--- config.mk ---
export PLATFORM = sky130hd
export DESIGN_NAME = lsb_mem_ctrl
export DESIGN_NICKNAME = d
export VERILOG_FILES = /design/src/rtl/lsb_mem_ctrl.sv
export SDC_FILE = /design/constraint.sdc
export NUM_CORES = 1
export LEC_CHECK = 0
export ABC_AREA = 1
export ABC_CLOCK_PERIOD_IN_PS = 3900
export CAP_MARGIN = 20
export CORE_ASPECT_RATIO = 0.5
export CORE_MARGIN = 2
export CORE_UTILIZATION = 50
export DETAILED_ROUTE_END_ITERATION = 10
export PLACE_DENSITY_LB_ADDON = 0.05
export SLEW_MARGIN = 20
export SYNTH_ARGS = -nofsm -noshare
export SYNTH_HDL_FRONTEND = slang
export SYNTH_SLANG_ARGS = --single-unit
--- constraint.sdc ---
create_clock -name clk -period 3.9 [get_ports clk]
set_input_delay 0.78 -clock clk [delete_from_list [all_inputs] [get_ports clk]]
set_output_delay 0.78 -clock clk [all_outputs]
set_load 0.01 [all_outputs]
--- src/rtl/lsb_mem_ctrl.sv ---
// lsb_mem_ctrl: serialises one LSB load/store request at a time onto the byte-wide RAM/IO bus.
// Define LSB_MEM_CTRL_IO_STALL_EN to hold IO-space writes while the UART buffer is full.
module lsb_mem_ctrl #(
    parameter int ADDR_WIDTH   = 32,
    parameter int VAL_WIDTH    = 32,
    parameter int LSB_ID_WIDTH = 3
) (
    input  logic                    clk,
    input  logic                    rst_in,
    input  logic                    rdy_in,
    input  logic                    flush,
    input  logic                    lsb2mem_load_en,
    input  logic                    lsb2mem_store_en,
    input  logic [ADDR_WIDTH-1:0]   lsb2mem_addr,
    input  logic [2:0]              lsb2mem_type,
    input  logic [VAL_WIDTH-1:0]    lsb2mem_val,
    input  logic [LSB_ID_WIDTH-1:0] lsb2mem_load_id,
    output logic                    mem_busy,
    output logic                    mem2lsb_load_en,
    output logic [LSB_ID_WIDTH-1:0] mem2lsb_load_id,
    output logic [VAL_WIDTH-1:0]    mem2lsb_load_val,
    input  logic [7:0]              mem_din,
    output logic [7:0]              mem_dout,
    output logic [ADDR_WIDTH-1:0]   mem_a,
    output logic                    mem_wr,
    input  logic                    io_buffer_full
);

    typedef enum logic [1:0] {
        IDLE,
        READ,
        WRITE
`ifdef LSB_MEM_CTRL_IO_STALL_EN
        , IO_WAIT
`endif
    } state_t;

    state_t                  state;
    logic [ADDR_WIDTH-1:0]   addr;
    logic [2:0]              kind;
    logic [VAL_WIDTH-1:0]    wdata;
    logic [LSB_ID_WIDTH-1:0] id;
    logic [2:0]              idx;
    logic [2:0]              cnt;
    logic                    rd_expect;
    logic [VAL_WIDTH-1:0]    rdata;
    logic                    pend_valid;
    logic [ADDR_WIDTH-1:0]   pend_addr;
    logic [2:0]              pend_type;
    logic [VAL_WIDTH-1:0]    pend_val;
    logic                    rdy_q;
    logic                    load_en_q;
    logic                    wr_q;

    logic [2:0]              size;
    logic [2:0]              cnt_next;
    logic [VAL_WIDTH-1:0]    merged;
    logic                    stall;
    logic [ADDR_WIDTH-1:0]   st_addr;
    logic [2:0]              st_type;
    logic [VAL_WIDTH-1:0]    st_val;

    function automatic logic [VAL_WIDTH-1:0] extend(input logic [2:0] t, input logic [VAL_WIDTH-1:0] d);
        case (t)
            3'b000:  extend = {{(VAL_WIDTH-8){d[7]}}, d[7:0]};
            3'b001:  extend = {{(VAL_WIDTH-16){d[15]}}, d[15:0]};
            3'b100:  extend = {{(VAL_WIDTH-8){1'b0}}, d[7:0]};
            3'b101:  extend = {{(VAL_WIDTH-16){1'b0}}, d[15:0]};
            default: extend = d;
        endcase
    endfunction

    always_comb begin
        case (kind[1:0])
            2'b00:   size = 3'd1;
            2'b01:   size = 3'd2;
            default: size = 3'd4;
        endcase
    end

    always_comb begin
        merged = rdata;
        merged[{cnt[1:0], 3'b000} +: 8] = mem_din;
    end

    assign cnt_next = cnt + {2'b00, rd_expect};

`ifdef LSB_MEM_CTRL_IO_STALL_EN
    assign stall = (state == WRITE || state == IO_WAIT) && (mem_a[17:16] == 2'b11) && io_buffer_full;
`else
    logic unused_io_full;
    assign unused_io_full = io_buffer_full;
    assign stall          = 1'b0;
`endif

    // A latched store always starts before a newly arriving one.
    assign st_addr = pend_valid ? pend_addr : lsb2mem_addr;
    assign st_type = pend_valid ? pend_type : lsb2mem_type;
    assign st_val  = pend_valid ? pend_val  : lsb2mem_val;

    assign mem_busy        = (state != IDLE) | pend_valid;
    assign mem_wr          = wr_q & rdy_in & ~stall;
    assign mem2lsb_load_en = load_en_q & rdy_in & ~flush;

    always_ff @(posedge clk or negedge rst_in) begin
        if (!rst_in) begin
            state            <= IDLE;
            addr             <= '0;
            kind             <= '0;
            wdata            <= '0;
            id               <= '0;
            idx              <= '0;
            cnt              <= '0;
            rd_expect        <= 1'b0;
            rdata            <= '0;
            pend_valid       <= 1'b0;
            pend_addr        <= '0;
            pend_type        <= '0;
            pend_val         <= '0;
            rdy_q            <= 1'b0;
            load_en_q        <= 1'b0;
            wr_q             <= 1'b0;
            mem2lsb_load_id  <= '0;
            mem2lsb_load_val <= '0;
            mem_a            <= '0;
            mem_dout         <= '0;
        end else begin
            rdy_q <= rdy_in;
            if (rdy_in) begin
                load_en_q <= 1'b0;
                if (state == IDLE && pend_valid)
                    pend_valid <= 1'b0;
                if (lsb2mem_store_en && (state != IDLE || pend_valid)) begin
                    pend_valid <= 1'b1;
                    pend_addr  <= lsb2mem_addr;
                    pend_type  <= lsb2mem_type;
                    pend_val   <= lsb2mem_val;
                end

                case (state)
                    IDLE: begin
                        if (pend_valid || lsb2mem_store_en) begin
                            state    <= WRITE;
                            addr     <= st_addr;
                            kind     <= st_type;
                            wdata    <= st_val;
                            mem_a    <= st_addr;
                            mem_dout <= st_val[7:0];
                            wr_q     <= 1'b1;
                            idx      <= 3'd1;
                        end else if (lsb2mem_load_en && !flush) begin
                            state     <= READ;
                            addr      <= lsb2mem_addr;
                            kind      <= lsb2mem_type;
                            id        <= lsb2mem_load_id;
                            mem_a     <= lsb2mem_addr;
                            wr_q      <= 1'b0;
                            idx       <= 3'd1;
                            cnt       <= 3'd0;
                            rd_expect <= 1'b0;
                            rdata     <= '0;
                        end
                    end

                    READ: begin
                        if (flush) begin
                            state     <= IDLE;
                            rd_expect <= 1'b0;
                        end else if (!rdy_q) begin
                            // The byte in flight during the freeze was lost; re-issue the first missing one.
                            mem_a     <= addr + ADDR_WIDTH'(cnt);
                            idx       <= cnt + 3'd1;
                            rd_expect <= 1'b0;
                        end else begin
                            if (rd_expect) begin
                                rdata <= merged;
                                cnt   <= cnt_next;
                            end
                            if (cnt_next == size) begin
                                state            <= IDLE;
                                rd_expect        <= 1'b0;
                                load_en_q        <= 1'b1;
                                mem2lsb_load_id  <= id;
                                mem2lsb_load_val <= extend(kind, merged);
                            end else begin
                                rd_expect <= (idx > cnt_next);
                                if (idx < size) begin
                                    mem_a <= addr + ADDR_WIDTH'(idx);
                                    idx   <= idx + 3'd1;
                                end
                            end
                        end
                    end

                    default: begin
                        if (stall) begin
`ifdef LSB_MEM_CTRL_IO_STALL_EN
                            state <= IO_WAIT;
`endif
                        end else if (idx < size) begin
                            state    <= WRITE;
                            mem_a    <= addr + ADDR_WIDTH'(idx);
                            mem_dout <= wdata[{idx[1:0], 3'b000} +: 8];
                            idx      <= idx + 3'd1;
                        end else begin
                            state <= IDLE;
                            wr_q  <= 1'b0;
                        end
                    end
                endcase
            end
        end
    end

endmodule

Word level (Yosys, flattened, before mapping)
Cells that the tools add are included.
- bits of input ports: 85
- bits in registers: 257
- equality and inequality tests: 17
- bitwise operators: 7
- muxes and demuxes: 59
- $add $sub $neg: 6
- $lt $le $gt $ge: 2
- reduce and logical (&&, ||, !) cells: 26
- shift-type cells: 3
- operators by type and width (operator ; number):
    $mux 32 ; 13
    $pmux 32 s2 ; 2
    $pmux 32 s4 ; 1
    $add 32x3->32 ; 2
    $mux 3 ; 14
    $bwmux 32 ; 1
    $shift 8x7->32 const A ; 1
    $shiftx 32x6->8 ; 1
    $shiftx 8x7->32 ; 1
    $reduce_and 4->1 ; 6
    $pmux 3 s2 ; 3
    $mux 8 ; 2
    $pmux 8 s2 ; 1
    $mux 1 ; 13
    $mux 2 ; 6
    $ne 2x2->1 const B ; 5
    $reduce_bool 2->1 ; 5
    $ne 3x3->1 const B ; 3
    $neg 5->7 ; 1
    $reduce_and 7->1 ; 1
    $add 3x1->3 const B ; 2
    $eq 3x3->1 const B ; 2
    $reduce_and 3->1 ; 2
    $reduce_and 5->1 ; 1
    19 further kinds ; 31

Longest topological paths before layout
Gate-level depths: netlist of the first run.
- depth after elaboration: 8
- depth in mapped cells: 16
- mapped depth without buffers: 16

Least setup slack after synthesis of the first run
No wires, ideal clock.
- kind: flip-flop to flip-flop
- start: register cnt[0]
- end: register mem2lsb_load_val[20]
- required time: 3.835 ns
- slack: 1.565 ns
- arrival time: 2.270 ns
- library setup time: 0.065 ns
- path buffers: 2
- clock period less this slack: 2.335 ns
- stages on the path, launching flop included: 11
- cells stage by stage: dfrtp_1 -> inv_1 -> clkbuf_1 -> ha_1 -> inv_1 -> nand4_2 -> o22ai_1 -> nand3_2 -> o31ai_2 -> buf_4 -> o22a_1
- longest elaborated chain between the ends: 4
- RTL lines (item ; line ; source):
    start, declared ; 44 ; logic [2:0] cnt;
    start signal, assigned ; 177 ; cnt <= cnt_next;
    $neg 5->7 ; 83 ; merged[{cnt[1:0], 3'b000} +: 8] = mem_din;
    $shiftx 8x7->32 / $shift 8x7->32 (equally long branches) ; 83 ;
    $bwmux 32 ; 83 ;
    $pmux 32 s4 ; 64 ; case (t)
    end signal, assigned ; 184 ; mem2lsb_load_val <= extend(kind, merged);
    end, declared ; 21 ; output logic [VAL_WIDTH-1:0] mem2lsb_load_val,
Parallel ways exist; a longest one is shown, timed or not.
A chain may end at the register's enable or synchronous reset.

Worst setup path after layout of the first run
- start: input port rdy_in
- end: output port mem2lsb_load_en
- longest elaborated chain between the ends: 2
- RTL lines (item ; line ; source):
    start, declared ; 10 ; input logic rdy_in,
    $and 1x1->1 (2 in series) ; 103 ; assign mem2lsb_load_en = load_en_q & rdy_in & ~flush;
    end, declared ; 19 ; output logic mem2lsb_load_en,
Every way passes these cells.

==> impl_results.md, run 1 <==
* Max-slew violations at 0
* Mapped Area at 14300 sq um
* Root Buffer: clkbuf_16
* Gr usage total at 28.1%
* Final TNS setup at 0 ns
* DR iter-0 viols at 1092
* Chip Height at 124 microns
* Largest stage delay on the critical path at 0.57 ns
* Worst Path Max Fanout at 5
* Share of cells above drive strength 1 at 7.04%
* Nets@finish at 2162
* Area of the die at 30000 sq um
* Fmax at 337 MHz
* Vias in the first global route at 12200
* Yosys top cell by area: dfrtp_1
* Crit path cell chain: clkdlybuf4s50_1 > inv_1 > nor3_1 > clkdlybuf4s50_1
* Delay-heaviest family, CP: buffers and inverters
* Status: completed
* RSZ-0062 raised after global routing: false
* Startpoint types: input port
* Hold-fix buffers at CTS at 0
* Synthesized flop and latch total at 257
* Largest net degree at the start of global routing at 104
* Post-Layout Inst Area at 17200 sq um
* CP max-delay cell: clkdlybuf4s50_1
* Prevailing post-synth register cell: dfrtp_1
* CTS Buffer Depth at 3
* Syn_nets at 2030
* Pre-antenna DRT Iters at 5
* Power Dens Cells at 784 nW/um^2
* Worst hold path class: input port to async pin
* Post-synth cell types at 46
* Grt total ovfl at 0
* Max_cap viols at 0
* DR vias at 13100
* Sequential area share after synthesis at 45.0%
* CTS tree: done
* Cell mode on critical path: clkdlybuf4s50_1
* Port Buffers at 161
* Total power draw at 0.0134 W
* Core area at 27900 sq um
* P&R area growth vs syn at 20.1%
* Worst-Margin Slew at 0.879 ns
* Asr flop ratio synth at 100%
* Max VDD drop at 0.388 mV
* Vias/cell at 5.34
* Rows at 43
* Top cell type's share of synthesized area at 45.0%
* Mean routed wirelength per cell at 16.9 microns
* Clock skew at 0.0158 ns
* Clk_lat worst skew at 0.55 ns
* H-tree depth at 1
* Ys Warns at 0
* Antenna violations before repair at 0
* DRT antenna net count at 0
* Critical path type: input port to output port
* Leakage at 8.02 nW
* Ranking of synthesized cells by area: dfrtp_1 (45%), nand2_1 (15%), o21ai_0 (8.1%), inv_1 (5.9%), nor2_1 (3.8%)
* Starting density of the core at 51.2%
* Worst setup EP type: output port
* DP Area at 16300 sq um
* # fillers at 2552
* Worst path arrival time at 2.19 ns
* CTS Buf Count at 26
* First-pass GRT wire length at 66200 microns
* Final setup vio count at 0
* Average size of a mapped cell at 7.43 sq um
* DRC Markers at 0
* Postcts setup bufs at 0
* Post-CTS Resized at 0
* Post-DP HPWL at 29800 microns
* CP Buf/Inv Count at 3
* Clk slew on worst S/H paths at 0.07 ns
* RePlAce Congestion at 0.977
* N_diodes at 0
* IO Pins at 163
* Final Hold Viols at 0
* Final min period at 2.97 ns
* CTS Sinks at 257
* Drt total wl at 41500 microns
* Gate Count Post-Synth at 1923
* Max_slew headroom at 41.3%
* Number of flops mapped to enable cells by yosys at 0
* Final period util at 76.1%
* Die Wd at 243 microns
* CP required at 3.12 ns
==> worst reg2reg max path, cell delays in order, from the launching register on <==
cell,delay (ns)
dfrtp_1,0.49
ha_1,0.24
inv_1,0.08
fa_1,0.36
inv_1,0.11
nand2_1,0.07
nand2_1,0.12
nand2_1,0.14
nor2_1,0.34
inv_1,0.13
o21ai_0,0.16
a21oi_1,0.09
nor2_1,0.12
nand3_1,0.07
nand2_1,0.06
inv_1,0.03
==> cell usage in the layout, fill, tap and decap left out, types with 4 or more instances in the layout <==
cell	synthesis	final
a21oi_1	47	47
a22oi_1	15	15
a31oi_1	8	8
buf_4	10	27
clkbuf_16	0	27
clkbuf_8	0	6
clkdlybuf4s50_1	0	160
clkinv_2	0	4
dfrtp_1	257	256
ha_1	20	20
inv_1	225	225
inv_2	10	10
mux2_2	9	9
nand2_1	564	564
nand2_2	7	7
nand3_1	103	102
nand4_1	7	7
nor2_1	143	143
nor2_2	9	9
nor3_1	5	5
o211ai_1	29	29
o21ai_0	232	232
o21ai_1	14	14
o22a_1	14	14
o22ai_1	46	46
or2_0	5	5
or2_2	18	18
xor2_1	17	17
==> path summary, 6_finish.rpt <==
path                           from                   end  slack (ns)  cells after the start
max                          rdy_in       mem2lsb_load_en        0.93                      4
min                          rst_in  mem2lsb_load_val[22]        0.16                      1
max reg2reg                  cnt[0]             mem_a[20]        1.20                     15
min reg2reg                wdata[7]              wdata[7]        0.47                      2
max in group asynchronous    rst_in            pend_valid        2.74                      2
min in group clk           wdata[7]              wdata[7]        0.47                      2
==> metrics by stage <==
step	instances	utilization [%]	hold WS, ns	setup WS, ns
floorplan	1923	-	0.437	1.56
global placement	2409	58.2	0.451	0.719
detailed placement	2409	58.2	0.454	0.911
CTS	2457	61.5	0.179	0.916
global route	2457	61.5	0.183	0.881
finish	2457	61.5	0.165	0.932
==> area by class of cell <==
type	count	area [sq um]	share of cell area, %
inverter	238	893	5.21
clock buffer	35	766	4.46
multi-input combinational	1341	6570	38.3
tap	382	478	2.79
sequential	257	6430	37.5
timing repair buffer	191	1880	11.0
clock inverter	13	140	0.817
==> cell usage after synthesis (10+ instances only) <==
cell      number
a22oi_1       15
inv_2         10
o22ai_1       46
buf_4         10
nand3_1      103
ha_1          20
o22a_1        14
o21ai_1       14
dfrtp_1      257
a21oi_1       47
o211ai_1      29
clkbuf_1      45
nand2_1      564
or2_2         18
inv_1        225
buf_2         28
xor2_1        17
nor2_1       143
o21ai_0      232
==> layer usage <==
layer	up-vias	global-route usage (%)	wire, microns
met4	0	5.75	756
met2	353	45.8	18800
met1	6224	40.7	19800
met3	66	3.23	2170
met5	-	0	0
li1	6489	-	-
==> registers in the layout, summed over array words and instances (netlist names), 2 cells and up <==
signal / count
wdata: 32
mem2lsb_load_val: 32
mem_a: 32
cnt: 3
mem_dout: 8
state: 2
rdata: 32
mem2lsb_load_id: 3
addr: 32
pend_type: 3
idx: 3
pend_val: 32
pend_addr: 32
kind: 3
id: 3
==> report_power, final <==
group / switching [W] / total, W / internal (W)
logic: 0.00390 / 0.00617 / 0.00228
registers: 0.000802 / 0.00459 / 0.00379
clock network: 0.00116 / 0.00268 / 0.00152
total: 0.00586 / 0.0134 / 0.00759
==> logic make-up after synthesis <==
logic type / after synthesis / synth area share (%)
and+or+nand+nor: 873 / 25.3
AOI/OAI and AO/OA: 419 / 16.7
buffers and inverters: 325 / 9.20
DFF: 257 / 45.0
adders and majority gates: 22 / 2.03
xor gates and xnor gates: 18 / 1.10
muxes: 9 / 0.709
(Power assumes the default switching activity.)
==> run 2: changes to the inputs <==
--- a/config.mk
+++ b/config.mk
@@ -6,7 +6,7 @@
 export NUM_CORES = 1
 export LEC_CHECK = 0
 export ABC_AREA = 1
-export ABC_CLOCK_PERIOD_IN_PS = 3900
+export ABC_CLOCK_PERIOD_IN_PS = 3000
 export CAP_MARGIN = 20
 export CORE_ASPECT_RATIO = 0.5
 export CORE_MARGIN = 2
==> constraint.sdc (replaced) <==
create_clock -name clk -period 3 [get_ports clk]
set_input_delay 0.6 -clock clk [delete_from_list [all_inputs] [get_ports clk]]
set_output_delay 0.6 -clock clk [all_outputs]
set_load 0.01 [all_outputs]
==> run 2 against run 1 <==
  * Count of clock-buffer cells in the layout decreased by 4
  * First-iteration DRC count decreased by 4.7%
  * Hold slack got worse by 0.16 ns
  * Non-clock buffer count increased by 19
  * Clock power increased by 27%
  * Largest power group unchanged
  * Sequential power increased by 30%
  * Clock skew decreased by 0.00069 ns
  * Register-to-register slack got worse by 0.79 ns
  * Utilization increased by 0.48 points
  * Design area increased by 0.79%
  * Via count about the same
==> impl_results.md, run 2 (synthesis results as in run 1) <==
* RePlAce Congestion at 0.997 (+2.0%)
* DR vias at 13100 (+0.084%)
* CTS Sinks at 257 (unchanged)
* Grt total ovfl at 0 (unchanged)
* Chip Height at 124 microns (unchanged)
* Comb pwr share at 46.5% (+0.6 points)
* DRT antenna net count at 0 (unchanged)
* CTS Buf Count at 25 (-3.8%)
* Port Buffers at 161 (unchanged)
* Max VDD drop at 0.652 mV (+68%)
* Hold-fix buffers at CTS at 0 (unchanged)
* Largest net degree at the start of global routing at 67 (-36%)
* H-tree depth at 1 (unchanged)
* Die Wd at 243 microns (unchanged)
* CP max-delay cell: clkdlybuf4s50_1
* IO Pins at 163 (unchanged)
* Root Buffer: clkbuf_16
* Startpoint types: register
* Final Hold Viols at 0 (unchanged)
* Status: completed
* Core area at 27900 sq um (unchanged)
* Share of cells above drive strength 1 at 7.70% (+0.66 points)
* RSZ-0062 raised after global routing: false
* Max-slew violations at 0 (unchanged)
* CTS Buffer Depth at 3 (unchanged)
* Worst hold path class: input port to async pin
* Max_cap viols at 0 (unchanged)
* Mean routed wirelength per cell at 16.7 microns (-1.4%)
* Place WS at 0.273 ns (-0.638 ns)
* Gr usage total at 27.9% (-0.12 points)
* Delay-heaviest family, CP: buffers and inverters
* P&R area growth vs syn at 21.0%
* Antenna violations before repair at 2 (+2)
* Max_slew headroom at 51.6% (+10 points)
* Largest stage delay on the critical path at 0.53 ns (-0.04 ns)
* Area of the die at 30000 sq um (unchanged)
* Worst Path Max Fanout at 8 (+3)
* Vias in the first global route at 12300 (+0.38%)
* Pre-antenna DRT Iters at 5 (unchanged)
* Crit path cell chain: nor2_4 > nand2_1 > clkdlybuf4s50_1
* N_diodes at 0 (unchanged)
* Clk slew on worst S/H paths at 0.07 ns (about the same)
* Post-CTS Resized at 0 (unchanged)
* Clock power frac at 19.5% (-0.5 points)
* Leakage at 8.11 nW (+1.1%)
* Net Sw Frac at 43.2% (-0.32 points)
* Final setup vio count at 0 (unchanged)
* Power Dens Cells at 1010 nW/um^2 (+29%)
* Fmax at 375 MHz
* Sequential Power Share at 34.0% (-0.2 points)
* Worst setup margin at 0.336 ns (-0.596 ns)
* Nets@finish at 2180 (+0.83%)
* CP required at 2.40 ns (-0.72 ns)
* Switching power at 0.00756 W (+29%)
* Clock skew at 0.0151 ns (-0.000695 ns)
* R2R setup slack at 0.41 ns (-0.79 ns)
* Critical path type: register to output port
* First-pass GRT wire length at 65700 microns (-0.78%)
* CP Depth at 3 (-1)
* CTS tree: done
* CP Buf/Inv Count at 1 (-2)
* Most frequent cells in the layout: nand2_1 (564), dfrtp_1 (256), o21ai_0 (232)
* R2R depth at 15 (unchanged)
* Total power draw at 0.0175 W (+30%)
* Worst path arrival time at 2.06 ns (-0.13 ns)
* Worst-Margin Slew at 0.719 ns (-0.160 ns)
* Vias/cell at 5.31 (-0.60%)
* Drt total wl at 41200 microns (-0.75%)
* Worst setup EP type: output port
* DR iter-0 viols at 1041 (-4.7%)
* Post-DP HPWL at 30300 microns (+1.5%)
* Postcts setup bufs at 0 (unchanged)
* DRC Markers at 0 (unchanged)
* Starting density of the core at 51.2% (unchanged)
* Final period util at 88.8%
* Internal at 0.00993 W (+31%)
* Final TNS setup at 0 ns (unchanged)
* Rows at 43 (unchanged)
* Clk_lat worst skew at 0.55 ns (about the same)
* Final min period at 2.66 ns
* Most common cell after layout, fill and taps aside: nand2_1
-- run 2: cell types whose count changed in the layout (fill, tap and decap cells not counted) --
cell	before	now
buf_12	3	6
bufinv_16	2	4
o31ai_4	1	0
clkinvlp_4	3	2
inv_6	0	1
clkbuf_1	2	4
clkbuf_8	6	2
clkbuf_16	27	25
o31ai_2	0	1
buf_4	27	43
-- run 2: final timing paths --
check,from,endpoint
max in group asynchronous,rst_in,pend_val[19]
setup reg to reg,addr[0],mem_a[28]
hold reg to reg,wdata[7],wdata[7]
min in group clk,wdata[7],wdata[7]
hold / removal,rst_in,mem2lsb_load_val[20]
setup / recovery,state[1],mem_busy
-- run 2: per-stage QoR --
stage                     cells  hold WS [ns]  util, %  instance area (sq um)
after floorplan            1923         0.304        -                  14300
after global placement     2428         0.451     58.8                  16400
after detailed placement   2428         0.454     58.8                  16400
after CTS                  2474        0.0214     61.9                  17300
after global routing       2474        0.0305     61.9                  17300
final                      2474      0.000774     61.9                  17300
-- run 2: area by class of cell --
cell class / instances / area [sq um]
Timing Repair Buffer: 210 / 2060
Sequential cell: 257 / 6430
Fill cell: 2574 / 10600
Multi-Input combinational cell: 1341 / 6560
Tap cell: 382 / 478
Clock buffer: 31 / 668
Inverter: 238 / 893
Clock inverter: 15 / 201
-- run 2: metal layers --
layer	track usage (%)	vias to the layer above	routed length [microns]
met5	0	-	0
met4	7.98	0	1190
met3	4.84	79	2720
met2	44.6	401	18300
met1	39.5	6137	19000
li1	-	6526	-
-- run 2: power by group through the flow --
| stage | Sequential [W] | Clock [W] | Combinational [W] |
|---|---|---|---|
| CTS | 0.00593 | 0.00347 | 0.00810 |
| finish | 0.00595 | 0.00340 | 0.00814 |
| global placement | 0.00595 | 0 | 0.00794 |
| detailed placement | 0.00598 | 0 | 0.00806 |
| floorplan | 0.00584 | 0 | 0.00529 |
| global route | 0.00613 | 0.00362 | 0.00917 |
